$ cat src/rtl/stream_skew_ctrl.sv
// stream_skew_ctrl
// Staggered hold/reset controller for the systolic input muxes. A pass releases
// N_CH channels one after another, SKEW cycles apart, each for L beats. Passes
// are started with start/len, can loop back-to-back, and can be aborted.
//
// Ports:
//   clk        rising-edge clock
//   rst        asynchronous active-high reset
//   start      request a pass (sampled only while idle)
//   len        beats per channel, captured with an accepted start
//   loop       sampled on the last beat: 1 = begin the next pass immediately
//   abort      synchronous return to idle, overrides start and loop
//   mux_reset  per-channel hold line, 1 = held, 0 = streaming
//   ch_valid   per-channel streaming indication (~mux_reset while busy)
//   busy       high while a pass is running
//   done       one-cycle pulse after the last beat of each pass
module stream_skew_ctrl #(
  parameter int unsigned N_CH  = 4,
  parameter int unsigned SKEW  = 1,
  parameter int unsigned LEN_W = 8
) (
  input  logic             clk,
  input  logic             rst,
  input  logic             start,
  input  logic [LEN_W-1:0] len,
  input  logic             loop,
  input  logic             abort,
  output logic [N_CH-1:0]  mux_reset,
  output logic [N_CH-1:0]  ch_valid,
  output logic             busy,
  output logic             done
);

  // Counter width covers the largest last-beat index without wrapping.
  localparam int unsigned TW = LEN_W + $clog2(N_CH * SKEW) + 1;

  typedef enum logic [0:0] {StIdle, StRun} state_e;

  state_e           state_q, state_d;
  logic [TW-1:0]    t_q, t_d;
  logic [LEN_W-1:0] len_q, len_d;
  logic             done_q, done_d;

  logic [TW-1:0]    t_end;
  logic [N_CH-1:0]  released;

  assign t_end = TW'((N_CH - 1) * SKEW) + TW'(len_q) - TW'(1);

  // State register
  always_ff @(posedge clk or posedge rst) begin
    if (rst) begin
      state_q <= StIdle;
      t_q     <= '0;
      len_q   <= '0;
      done_q  <= 1'b0;
    end else begin
      state_q <= state_d;
      t_q     <= t_d;
      len_q   <= len_d;
      done_q  <= done_d;
    end
  end

  // Next-state logic
  always_comb begin
    state_d = state_q;
    t_d     = t_q;
    len_d   = len_q;
    done_d  = 1'b0;
    if (abort) begin
      state_d = StIdle;
      t_d     = '0;
    end else begin
      unique case (state_q)
        StIdle: begin
          t_d = '0;
          if (start) begin
            if (len != '0) begin
              state_d = StRun;
              len_d   = len;
            end else begin
              // Empty pass: nothing is released, only the completion pulse.
              done_d = 1'b1;
            end
          end
        end
        StRun: begin
          if (t_q == t_end) begin
            done_d = 1'b1;
            t_d    = '0;
            if (!loop) begin
              state_d = StIdle;
            end
          end else begin
            t_d = t_q + TW'(1);
          end
        end
      endcase
    end
  end

  // Channel i streams while i*SKEW <= t < i*SKEW + L. The unsigned difference
  // wraps to a value far above any L when t is below the window start, so one
  // compare covers both bounds.
  for (genvar gi = 0; gi < N_CH; gi++) begin : g_ch
    localparam logic [TW-1:0] WinLo = TW'(gi * SKEW);
    logic [TW-1:0] rel_t;
    assign rel_t         = t_q - WinLo;
    assign released[gi]  = (state_q == StRun) && (rel_t < TW'(len_q));
  end

  // Outputs, decoded from registered state only
  always_comb begin
    busy      = (state_q == StRun);
    mux_reset = ~released;
    ch_valid  = released;
    done      = done_q;
  end

endmodule

$ cat config.mk
export PLATFORM = sky130hd
export DESIGN_NAME = stream_skew_ctrl
export DESIGN_NICKNAME = d
export VERILOG_FILES = /design/src/rtl/stream_skew_ctrl.sv
export SDC_FILE = /design/constraint.sdc
export NUM_CORES = 1
export LEC_CHECK = 0
export ABC_AREA = 1
export BUFFER_PORTS_ARGS = -buffer_cell sky130_fd_sc_hd__buf_2
export CORE_MARGIN = 5
export CORE_UTILIZATION = 46
export CTS_CLUSTER_DIAMETER = 100
export DETAILED_ROUTE_END_ITERATION = 8
export GPL_TIMING_DRIVEN = 0
export PLACE_DENSITY_LB_ADDON = 0.2
export SYNTH_ARGS = -nofsm -noshare
export SYNTH_HDL_FRONTEND = slang
export SYNTH_SLANG_ARGS = --single-unit
$ cat constraint.sdc
create_clock -name clk -period 2.4 [get_ports clk]
set_clock_uncertainty 0.05 [all_clocks]
set_input_delay 0.36 -clock clk [delete_from_list [all_inputs] [get_ports clk]]
set_output_delay 0.36 -clock clk [all_outputs]
set_load 0.02 [all_outputs]
# [Word-level counts from Yosys, hierarchy flattened]
# Cells that the tools add are included.
[op_classes] n_div=0 bitwise_logic=3 n_shift=0 eq_ne=1 n_lt_le_gt_ge=4 n_mux=14 multipliers=0 add_sub_neg=6 reduce_logical=6
[op_table] op="< comparator 11 x 8 -> 1 bit" count=4
[op_table] op="2-to-1 mux 11 bit" count=2
[op_table] op="case mux 11 bit (2 select lines)" count=1
[op_table] op="subtractor 11 x 2 -> 11 bit (second input constant)" count=2
[op_table] op="adder 11 x 1 -> 11 bit (second input constant)" count=1
[op_table] op="equality test 11 bit" count=1
[op_table] op="subtractor 11 x 1 -> 11 bit (second input constant)" count=1
[op_table] op="subtractor 9 x 1 -> 10 bit (second input constant)" count=1
[op_table] op="adder 2 x 8 -> 9 bit (first input constant)" count=1
[op_table] op="2-to-1 mux 1 bit" count=9
[op_table] op="nonzero test 8 bit" count=1
[op_table] op="logical AND 1 bit" count=4
[op_table] op="inverter 4 bit" count=1
[op_table] op="case mux 1 bit (2 select lines)" count=2
[op_table] op="AND reduction 4 bit" count=1
[op_table] op="inverter 1 bit" count=2
[totals] memories=0 ram_bits=0 romBits=0 latchBits=0 out_inout_bits=10 reg_bits=21

# [Depth between registers and ports, before layout]
[depth] word_depth=6 ltp_mapped=14

# [Worst setup path after synthesis]
# OpenSTA, ideal clock, no wires.
[synth_path] path_type="flip-flop to output port" start="reg t_q[2]" end="out ch_valid[3]" path_buffers=1 t_required_ns=1.990 arrival_time_ns=2.270 path_slack_ns=-0.280 stages_incl_launch_ff=14 path_cell_list="dfrtp_1 > buf_6 > inv_2 > ha_1 > a21oi_1 > inv_1 > nor2_1 > xor2_1 > ha_1 > nor2_1 > o21ai_0 > nor4_2 > nand2_1 > nor2_1"
[synth_via] elab_chain_cells=3
[synth_lines] item="from (decl)" line="40" source="logic [TW-1:0] t_q, t_d;"
[synth_lines] item="from (signal assigned)" line="58" source="t_q <= t_d;"
[synth_lines] item="subtractor 11 x 2 -> 11 bit" line="108" source="assign rel_t = t_q - WinLo;"
[synth_lines] item="< comparator 11 x 8 -> 1 bit" line="109" source="assign released[gi] = (state_q == StRun) && (rel_t < TW'(len_q));"
[synth_lines] item="logical AND 1 bit" line="109"
[synth_lines] item="to (decl)" line="29" source="output logic [N_CH-1:0] ch_valid,"
# No other way between the ends.

# [Worst setup path in the final report]
[layout_path] start="reg t_q[3]" end="out ch_valid[3]"
# The elaborated chain is that of the path after synthesis.

==> impl_metrics.yaml <==
outcome:
  failed_checks: "negative setup slack"
  outcome: "finished with violations"
critical_path:
  start_kind: "flop"
  timing.setup.critical_path_class: "flop to output port"
  end_kind: "output port"
  required_ps: 1990
  reg2reg_from: "t_q[1]$_DFF_PP0_"
  reg2reg_slack_ps: 350
  r2r_end: "t_q[2]$_DFF_PP0_"
  arrival_ps: 2530
  crit_fanout: 7
  reg2reg_depth: 11
sta:
  finalSetupViolCount: 7
  hold_viol_final: 0
  relSlewSlack: 0.454
  layout_setup_ws_ps: -542
  max_freq_ghz: 0.340
  slew_violations: 0
  tightest_slew_ps: 817
  setup_tns_ps: -2800
  period_share: 1.23
  period_needed_ps: 2940
  rsz0062_at_grt: "yes"
grt:
  grt_pass1_wl_mm: 11.0
  grt_overflow_total: 0
  antenna_found_initial: 0
  grt_use_total: 0.190
  grt_pass1_vias: 2465
  grt_max_degree: 22
clocking:
  clk_path_buf_depth: 2
  clk-insertion-delay-late_ps: 270
  cts_tree: "yes"
  clkTransAtPathRegs_ps: 80
  numCtsBuffers: 3
  cts.root.buffer_cell: "clkbuf_8"
  h-tree-depth: 1
  cts_sinks: 21
drt:
  drtIter0Drc: 78
  vias_per_cell: 5.17
  antenna_left: 0
  drc: 0
  firstDrtPassIters: 4
  drt-total-wl_mm: 6.50
  wl_per_cell_um: 13.8
  vias: 2436
power_and_ir_drop:
  p_int_uw: 687
  powerDensity_nw_per_um2: 362
  switchingPower_uw: 443
  p_clk_frac: 0.217
  p_leak_nw: 1.57
  power_frac_seq: 0.364
  p_comb_frac: 0.419
  swShare: 0.392
  peakVddDrop_mv: 0.323
yosys:
  synth_nets: 405
  netlist_area_um2: 2500
  synth_cell_types: 35
  synth-seq-area-share: 0.210
  ys_ff_latch: 21
  yosysWarnings: 0
  syn_avg_cell_area_um2: 7.05
  syn-instance-count: 355
die:
  coreArea_um2: 5200
  io_pins: 23
  start_util: 0.481
  num_rows: 26
  die_width_um: 83.8
  die_h_um: 83.8
  dieArea_um2: 7010
placed_design:
  dp_hpwl_mm: 4.93
  gp_congestion: 0.933
  io_buffers: 22
  place_inst: 447
finish:
  final_cells: 471
  layout_commonest_cell: "nand2_1"
  drive_gt1_frac: 0.282
  layout_common_cells: "nand2_1, inv_1, nor2_1"
  fillers: 503
  nNetsFinal: 452
  diodes: 0
  area_growth_pct: 24.8
  seqCellArea_um2: 528
  multiInputGateArea_um2: 1870
flow_run:
  cap_violations: 0
hold_path:
  hp-class: "input pin to async pin"
## timing repair
| item | in CTS | in global routing |
|---|---|---|
| buffers inserted | 16 | 4 |
| endpoints found under the setup margin | 8 | 8 |
| hold buffers | 0 | 0 |
| pin swaps | 9 | 22 |
| gates resized for setup | 28 | 33 |
## metrics by stage
stage | utilization | hold slack, ps | setup WS, ps | total power [mW] | area, um^2
4_1_cts | 0.574 | 214 | -526 | 1.11 | 2990
5_1_grt | 0.600 | 213 | -669 | 1.23 | 3120
3_3_place_gp | 0.524 | 443 | -344 | 0.810 | 2730
6_report | 0.600 | 178 | -542 | 1.13 | 3120
2_1_floorplan | - | 287 | -32.3 | 0.714 | 2530
3_5_place_dp | 0.524 | 451 | -398 | 0.826 | 2730
## cell usage after synthesis
cell type | count | area (um^2)
nor2_4 | 4 | 45.0
o31ai_1 | 1 | 7.51
nand2b_1 | 1 | 6.26
a31oi_1 | 1 | 6.26
buf_2 | 2 | 10.0
o211ai_1 | 1 | 7.51
nand3_2 | 2 | 20.0
nand3_1 | 20 | 100
nand2_4 | 1 | 11.3
xor2_1 | 20 | 175
nor3_1 | 3 | 15.0
nor3_4 | 1 | 16.3
o221ai_1 | 1 | 8.76
nand2_1 | 75 | 282
clkbuf_1 | 1 | 3.75
nor4_1 | 1 | 6.26
o21ai_0 | 17 | 85.1
a21boi_0 | 1 | 7.51
ha_1 | 37 | 463
inv_4 | 1 | 6.26
buf_4 | 1 | 7.51
nor2_2 | 6 | 37.5
o21a_1 | 4 | 30.0
nor3_2 | 1 | 10.0
a211oi_1 | 3 | 22.5
a21oi_1 | 12 | 60.1
nand4_1 | 13 | 81.3
inv_2 | 6 | 22.5
nor2_1 | 40 | 150
xnor2_1 | 2 | 17.5
inv_1 | 46 | 173
buf_6 | 4 | 45.0
nand2_2 | 4 | 25.0
nor4_2 | 1 | 12.5
dfrtp_1 | 21 | 526
## layer usage
metal	routed length, um	global-route usage	vias up
met4	233	0.0892	0
li1	-	-	1247
met2	3130	0.323	58
met3	253	0.0138	17
met5	0	0	-
met1	2880	0.242	1114
## registers in the layout, summed over array words and instances, names as in the netlist
name,flops
done,1
len_q,8
t_q,11
busy,1
## cells by family after synthesis
logic type | synth area share
buffers and inverters | 0.107
AOI/OAI and AO/OA | 0.0940
adders and majority gates | 0.185
and+or+nand+nor | 0.327
xor gates and xnor gates | 0.0770
DFF | 0.210
## power groups by stage
| stage | sequential, mW | combinational [mW] | clock (mW) |
|---|---|---|---|
| floorplan | 0.410 | 0.304 | 0 |
| global placement | 0.417 | 0.393 | 0 |
| detailed placement | 0.417 | 0.409 | 0 |
| CTS | 0.408 | 0.446 | 0.251 |
| global route | 0.416 | 0.549 | 0.260 |
| finish | 0.411 | 0.473 | 0.245 |
## cell type report
type | instances | share of cell area
Buffer | 8 | 0.0212
Clock buffer | 4 | 0.0144
Inverter | 53 | 0.0717
Multi-Input combinational cell | 273 | 0.598
Sequential cell | 21 | 0.169
Tap cell | 70 | 0.0280
Timing Repair Buffer | 42 | 0.0974
## worst max-delay path: stages (launching register included)
cell and delay (ps):
dfrtp_1 400, buf_6 160, nor2_4 190, nand2_4 120, nor2_4 100, xor2_1 160, ha_1 280, nand2_1 80
nor2_1 40, a211oi_1 170, o21ai_1 140, nand2_1 130, nand2_2 70, nor2_4 110, buf_6 110
## worst max-delay path by stage
stage                                start           end  slack (ps)  cells after the start
after floorplan           t_q[2]$_DFF_PP0_  mux_reset[3]         -30                     13
after global placement    t_q[0]$_DFF_PP0_   ch_valid[3]        -340                     14
after detailed placement  t_q[0]$_DFF_PP0_   ch_valid[3]        -400                     14
after CTS                 t_q[2]$_DFF_PP0_   ch_valid[3]        -530                     15
after global routing      t_q[2]$_DFF_PP0_   ch_valid[3]        -670                     13
final                     t_q[3]$_DFF_PP0_   ch_valid[3]        -540                     14
Note: power is estimated with default switching activity, not from simulation.
